===== config.mk =====
export PLATFORM = sky130hd
export DESIGN_NAME = decode_queue_reader
export DESIGN_NICKNAME = d
export VERILOG_FILES = /design/src/rtl/decode_queue_reader.sv
export SDC_FILE = /design/constraint.sdc
export NUM_CORES = 1
export LEC_CHECK = 0
export ABC_AREA = 1
export CAP_MARGIN = 20
export CELL_PAD_IN_SITES_DETAIL_PLACEMENT = 1
export CELL_PAD_IN_SITES_GLOBAL_PLACEMENT = 2
export CORE_ASPECT_RATIO = 0.9
export CORE_MARGIN = 2
export CORE_UTILIZATION = 25
export DETAILED_ROUTE_END_ITERATION = 16
export GPL_TIMING_DRIVEN = 0
export PLACE_DENSITY = 0.88
export SLEW_MARGIN = 20
export SYNTH_ARGS = -nofsm -noshare
export SYNTH_HDL_FRONTEND = slang
export SYNTH_SLANG_ARGS = --single-unit

===== constraint.sdc =====
create_clock -name clk_i -period 5.6 [get_ports clk_i]
set_clock_uncertainty 0.2 [all_clocks]
set_input_delay 1.12 -clock clk_i [delete_from_list [all_inputs] [get_ports clk_i]]
set_output_delay 1.12 -clock clk_i [all_outputs]
set_load 0.005 [all_outputs]

===== src/rtl/decode_queue_reader.sv =====
// Read side of the dual decode queues: pops q0/q1 in program order under a
// mirrored 1-bit pointer and presents up to two age-ordered micro-ops to dispatch.
module decode_queue_reader #(
    parameter int DWID = 128
) (
    input  logic            clk_i,
    input  logic            rst_n_i,
    input  logic            flush_i,
    input  logic            q0_valid_i,
    input  logic [DWID-1:0] q0_data_i,
    output logic            q0_ren_o,
    input  logic            q1_valid_i,
    input  logic [DWID-1:0] q1_data_i,
    output logic            q1_ren_o,
    output logic            disp0_valid_o,
    output logic [DWID-1:0] disp0_data_o,
    input  logic            disp0_ready_i,
    output logic            disp1_valid_o,
    output logic [DWID-1:0] disp1_data_o,
    input  logic            disp1_ready_i,
    output logic            rptr_o
);

    logic            s0_valid, s1_valid;
    logic [DWID-1:0] s0_data, s1_data;
    logic            rptr;

    logic            fire0, fire1;
    logic [1:0]      occ, occ_after, free_cnt;
    logic            h_valid, t_valid;
    logic [DWID-1:0] h_data, t_data;
    logic            pop_h, pop_t;

    logic            n0_valid, n1_valid;
    logic [DWID-1:0] n0_data, n1_data;

    always_comb begin
        fire0     = s0_valid & disp0_ready_i;
        fire1     = fire0 & s1_valid & disp1_ready_i;
        occ       = {1'b0, s0_valid} + {1'b0, s1_valid};
        occ_after = occ - {1'b0, fire0} - {1'b0, fire1};
        free_cnt  = 2'd2 - occ_after;
        h_valid   = rptr ? q1_valid_i : q0_valid_i;
        t_valid   = rptr ? q0_valid_i : q1_valid_i;
        h_data    = rptr ? q1_data_i  : q0_data_i;
        t_data    = rptr ? q0_data_i  : q1_data_i;
        // The tail queue is only ever popped together with the head, never alone.
        pop_h     = rst_n_i & ~flush_i & (free_cnt != 2'd0) & h_valid;
        pop_t     = pop_h & (free_cnt == 2'd2) & t_valid;
    end

    assign q0_ren_o = rptr ? pop_t : pop_h;
    assign q1_ren_o = rptr ? pop_h : pop_t;

    // Compact survivors toward slot0, then append popped entries oldest first.
    always_comb begin
        n0_valid = s0_valid;
        n0_data  = s0_data;
        n1_valid = s1_valid;
        n1_data  = s1_data;
        if (fire1) begin
            n0_valid = 1'b0;
            n1_valid = 1'b0;
        end else if (fire0) begin
            n0_valid = s1_valid;
            n0_data  = s1_data;
            n1_valid = 1'b0;
        end
        if (!n0_valid) begin
            if (pop_h) begin
                n0_valid = 1'b1;
                n0_data  = h_data;
            end
            if (pop_t) begin
                n1_valid = 1'b1;
                n1_data  = t_data;
            end
        end else if (!n1_valid && pop_h) begin
            n1_valid = 1'b1;
            n1_data  = h_data;
        end
    end

    always_ff @(posedge clk_i) begin
        if (!rst_n_i || flush_i) begin
            s0_valid <= 1'b0;
            s1_valid <= 1'b0;
            s0_data  <= '0;
            s1_data  <= '0;
            rptr     <= 1'b0;
        end else begin
            s0_valid <= n0_valid;
            s1_valid <= n1_valid;
            s0_data  <= n0_data;
            s1_data  <= n1_data;
            rptr     <= rptr ^ (pop_h ^ pop_t);
        end
    end

    assign disp0_valid_o = s0_valid;
    assign disp0_data_o  = s0_data;
    assign disp1_valid_o = s1_valid;
    assign disp1_data_o  = s1_data;
    assign rptr_o        = rptr;

endmodule

Word-level counts from Yosys, hierarchy flattened

Index checks and enable logic that the tools add are counted.

Bits in registers: 259
Input port bits: 263
Word-level logic and storage cells: 51

$add $sub $neg: 4
Equal/unequal tests: 2
Muxes and demuxes: 22
Bitwise operators: 11
Reductions and logical operators: 7

Operator list:

| cell                  | count |
|---|---|
| $mux W128             | 9 |
| $mux W1               | 13 |
| $and A1 B1 Y1         | 8 |
| $reduce_bool A2 Y1    | 2 |
| $sub A2 B1 Y2         | 2 |
| $add A1 B1 Y2         | 1 |
| $eq A2 B2 Y1 const B  | 1 |
| $logic_not A1 Y1      | 2 |
| $ne A2 B1 Y1 const B  | 1 |
| $reduce_and A2 Y1     | 1 |
| $sub A2 B2 Y2 const A | 1 |
| $xor A1 B1 Y1         | 2 |
| $logic_and A1 B1 Y1   | 1 |
| $logic_or A1 B1 Y1    | 1 |
| $not A1 Y1            | 1 |

Logic depth before layout (Yosys ltp)

Depth after elaboration: 12
Depth in mapped cells: 18
Mapped depth without buffers: 14

Worst setup path before layout

No wires, ideal clock.

Kind: input port to output port
Start: input disp1_ready_i
End: output q1_ren_o
Arrival time: 2.620 ns
Slack: 1.660 ns
Stages: 12
Path buffers: 2
Cell sequence: nand2_1 buf_2 clkbuf_1 inv_1 nand2_1 xnor2_1 ha_1 inv_1 nand2_1 nor2_1 o21ai_0 inv_1

Longest elaborated chain between the ends: 9
Elaborated cells between the ends (all ways): 10
Classes of those cells: add/sub: 2; eq/ne: 1; mux: 1; bitwise: 5; reduce/logical: 1

Ends and longest elaborated chain:

| element                    | line | RTL |
|---|---|---|
| start, declared            | 20   | `input logic disp1_ready_i,` |
| $and A1 B1 Y1 (*)          | 39   | `fire1 = fire0 & s1_valid & disp1_ready_i;` |
| $sub A2 B1 Y2 (*)          | 41   | `occ_after = occ - {1'b0, fire0} - {1'b0, fire1};` |
| $sub A2 B2 Y2 (*)          | 42   | `free_cnt = 2'd2 - occ_after;` |
| $reduce_bool A2 Y1         | 48   | `pop_h = rst_n_i & ~flush_i & (free_cnt != 2'd0) & h_valid;` |
| $and A1 B1 Y1 (2 in a row) | 48   |  |
| $and A1 B1 Y1 (2 in a row) | 49   | `pop_t = pop_h & (free_cnt == 2'd2) & t_valid;` |
| $mux W1 (*)                | 53   | `assign q1_ren_o = rptr ? pop_h : pop_t;` |
| end, declared              | 14   | `output logic q1_ren_o,` |

Every way passes the cells marked *; elsewhere a longest branch is shown, timed or not.

Worst setup path in the final report

Ends and elaborated chain as after synthesis.

==> metrics <==
Syn Area/Cell=5.29 µm²; Residual DRC=0; GRT Overall Usage=24.7%; number of I/O port buffers=523; CP Data Arrival Time=3910 ps; CP max FO=19; vias in the first global route=22.1k; Hold Vio Cnt, Final=0; placed insts=4,837; Fmax achieved=191 MHz; worst min-delay path class=reg -> reg; largest net degree at the start of global routing=20; crit path cell chain=clkdlybuf4s50_1 > nand2_1 > buf_2 > inv_1 > nand2_1 > xnor2_1 > ha_1 > inv_1 > nand2_1 > nor2_1 > o21ai_0 > inv_1 > clkdlybuf4s50_1; max-cap viol count=0; Layout Cells excl Fill=4,915; via/cell ratio=4.51; Tcrit/Tclk final=93.5%; most frequent cells in the layout=1,425 x nand2_1, 523 x clkdlybuf4s50_1, 519 x nor2_1; Worst Path Required=4280 ps; core area=70,300 µm²; area share of the largest cell type after synthesis=29.9%; CTS resizes=0; CTS tree=done; share of cells above drive strength 1=6.52%; DIE WIDTH=286 µm; Post-CTS Setup Inserts=0; peak supply drop=145 µV; worst relative slew slack=55.3%; I/O Pins=524; Setup CP Type=in -> out; Final Worst Setup Slack=366 ps; Die Area=73,600 µm²; Worst-Skew Late Latency=550 ps; post-route total power=5.49 mW; status=completed; CP max-delay cell=clkdlybuf4s50_1; Final #Nets=4,198; Static Leak=12.3 nW; worst slack at placement=-97.1 ps; first-pass GRT wire length=139 mm; hold buffer count at cts=0; commonest non-fill, non-tap cell in the layout=nand2_1; clk root buf=clkbuf_16; Syn. warnings=0; unrepaired setup endpoints after global routing=no; Slew Viols, Final=0; Syn Inst Count=3,374; TritonCTS Buffers=36; Synth area leaders=nand2_1 30%, dfxtp_1 29%, nor2_1 11%, inv_1 7.5%, nand3_1 7.3%; post-route ant nets=0; Synth Register Bits=259; crit path launch type=input pin; Setup TNS=0 ps; CP Capture Type=output pin; Top delay family on crit path=buffers and inverters; Max clock buf depth=3; layout overhead on the synthesized area=42.7%; Mapped Nets=3,639; Crit path largest cell delay=510 ps; via count=22.2k; htree depth=2; DR WL/cell=19.0 µm; biggest area consumer among synthesized cells=nand2_1; Seq/Total Area, Yosys=29.0%; initial DRC count=1,111; Routed WL=93.4 mm; Worst-Margin Slew=671 ps; cell row count=92; Overflow after GRT=0; Yosys cell types=20; post-DP HPWL=72.3 mm; Final Util=36.2%; Starting Density=25.4%; Sink Count=259; min cycle time layout=5230 ps; PD cells=215 nW/µm²; Clock Pin Slew Worst Setup and Hold Paths=60 ps; Final setup viols=0; initial antenna violation count=23; drt first pass iters=5; mapped cell area=17,900 µm²; routability cong.=0.851; worst path bufs/invs=6; Die H=258 µm
==> cell families (layout without fill, tap and decap cells) <==
group | Yosys count | after routing | synth area share (%)
DFF | 259 | 259 | 29.0
other | 0 | 16 | 0
xor gates and xnor gates | 1 | 1 | 0.0490
and+or+nand+nor | 2207 | 2207 | 48.2
AOI/OAI and AO/OA | 263 | 263 | 7.58
buffers and inverters | 642 | 1227 | 15.0
adders and majority gates | 2 | 2 | 0.140
==> synthesized netlist by cell type <==
| master | n |
|---|---|
| inv_4 | 1 |
| buf_1 | 24 |
| buf_4 | 33 |
| xnor2_1 | 1 |
| o21ai_1 | 111 |
| nor2_1 | 519 |
| nor3_1 | 1 |
| nand2_1 | 1425 |
| inv_1 | 358 |
| o21ai_2 | 10 |
| inv_2 | 43 |
| nand2_2 | 1 |
| nor2_2 | 2 |
| buf_2 | 108 |
| dfxtp_1 | 259 |
| nand3_1 | 259 |
| a21oi_1 | 129 |
| ha_1 | 2 |
| o21ai_0 | 13 |
| clkbuf_1 | 75 |
==> power breakdown <==
group          internal [mW]  switching (mW)  leakage, nW
Sequential              1.89          0.0387         2.10
Clock                   1.40           0.954        0.573
Combinational          0.504           0.702         9.61
Total                   3.79            1.70         12.3
==> layout make-up <==
class                   count  area [µm²]
fillers                  9424       44800
multi-input cells        2473       10000
repair buffers            523        5240
flip-flops and latches    259        5180
inverters                 402        1510
well taps                 940        1180
plain buffers             238        1160
clock buffers              55        1090
clock inverters             9        88.8
diodes                     16        40.0
==> routing by layer <==
| metal | part of all wire, % | track usage, % | up-vias |
|---|---|---|---|
| met4 | 3.6 | 9.79 | 6 |
| met2 | 46 | 40.3 | 473 |
| met3 | 4.5 | 3.45 | 143 |
| met1 | 46 | 33.0 | 10300 |
| met5 | 0.037 | 0 | - |
| li1 | - | - | 11300 |
==> worst register-to-register path, cell delays in order, from the launching register on <==
cell and delay, ps:
dfxtp_1 320, buf_2 170, buf_2 250, buf_1 440, inv_1 100, ha_1 320
xnor2_1 140, ha_1 210, inv_1 50, nand2_1 60, nand2_1 60, nand2_1 60
o21ai_1 330, clkbuf_2 620, buf_2 370, nand3_1 200, nand2_1 110, nor2_1 40
==> final timing paths <==
| path | from | to | slack (ps) | depth (start not counted) |
|---|---|---|---|---|
| max reg2reg | disp0_valid_o$_SDFF_PP0_ | disp1_data_o[77]$_SDFFE_PP0P_ | 1460 | 17 |
| min | disp1_data_o[104]$_SDFFE_PP0P_ | disp1_data_o[104]$_SDFFE_PP0P_ | 300 | 2 |
| min reg2reg | disp1_data_o[104]$_SDFFE_PP0P_ | disp1_data_o[104]$_SDFFE_PP0P_ | 300 | 2 |
| max | disp1_ready_i | q1_ren_o | 370 | 13 |
==> metrics by stage <==
stage          hold WS (ps)  instance area, µm²
6_report                304               25500
3_5_place_dp            296               24300
4_1_cts                 305               25500
2_1_floorplan           294               17900
5_1_grt                 331               25500
3_3_place_gp            293               24300
==> state kept, by name, summed over array words and instances, names as in the netlist <==
register,flops
disp0_data_o,128
disp1_valid_o,1
disp1_data_o,128
rptr_o,1
disp0_valid_o,1
Note: power is estimated with default switching activity, not from simulation.
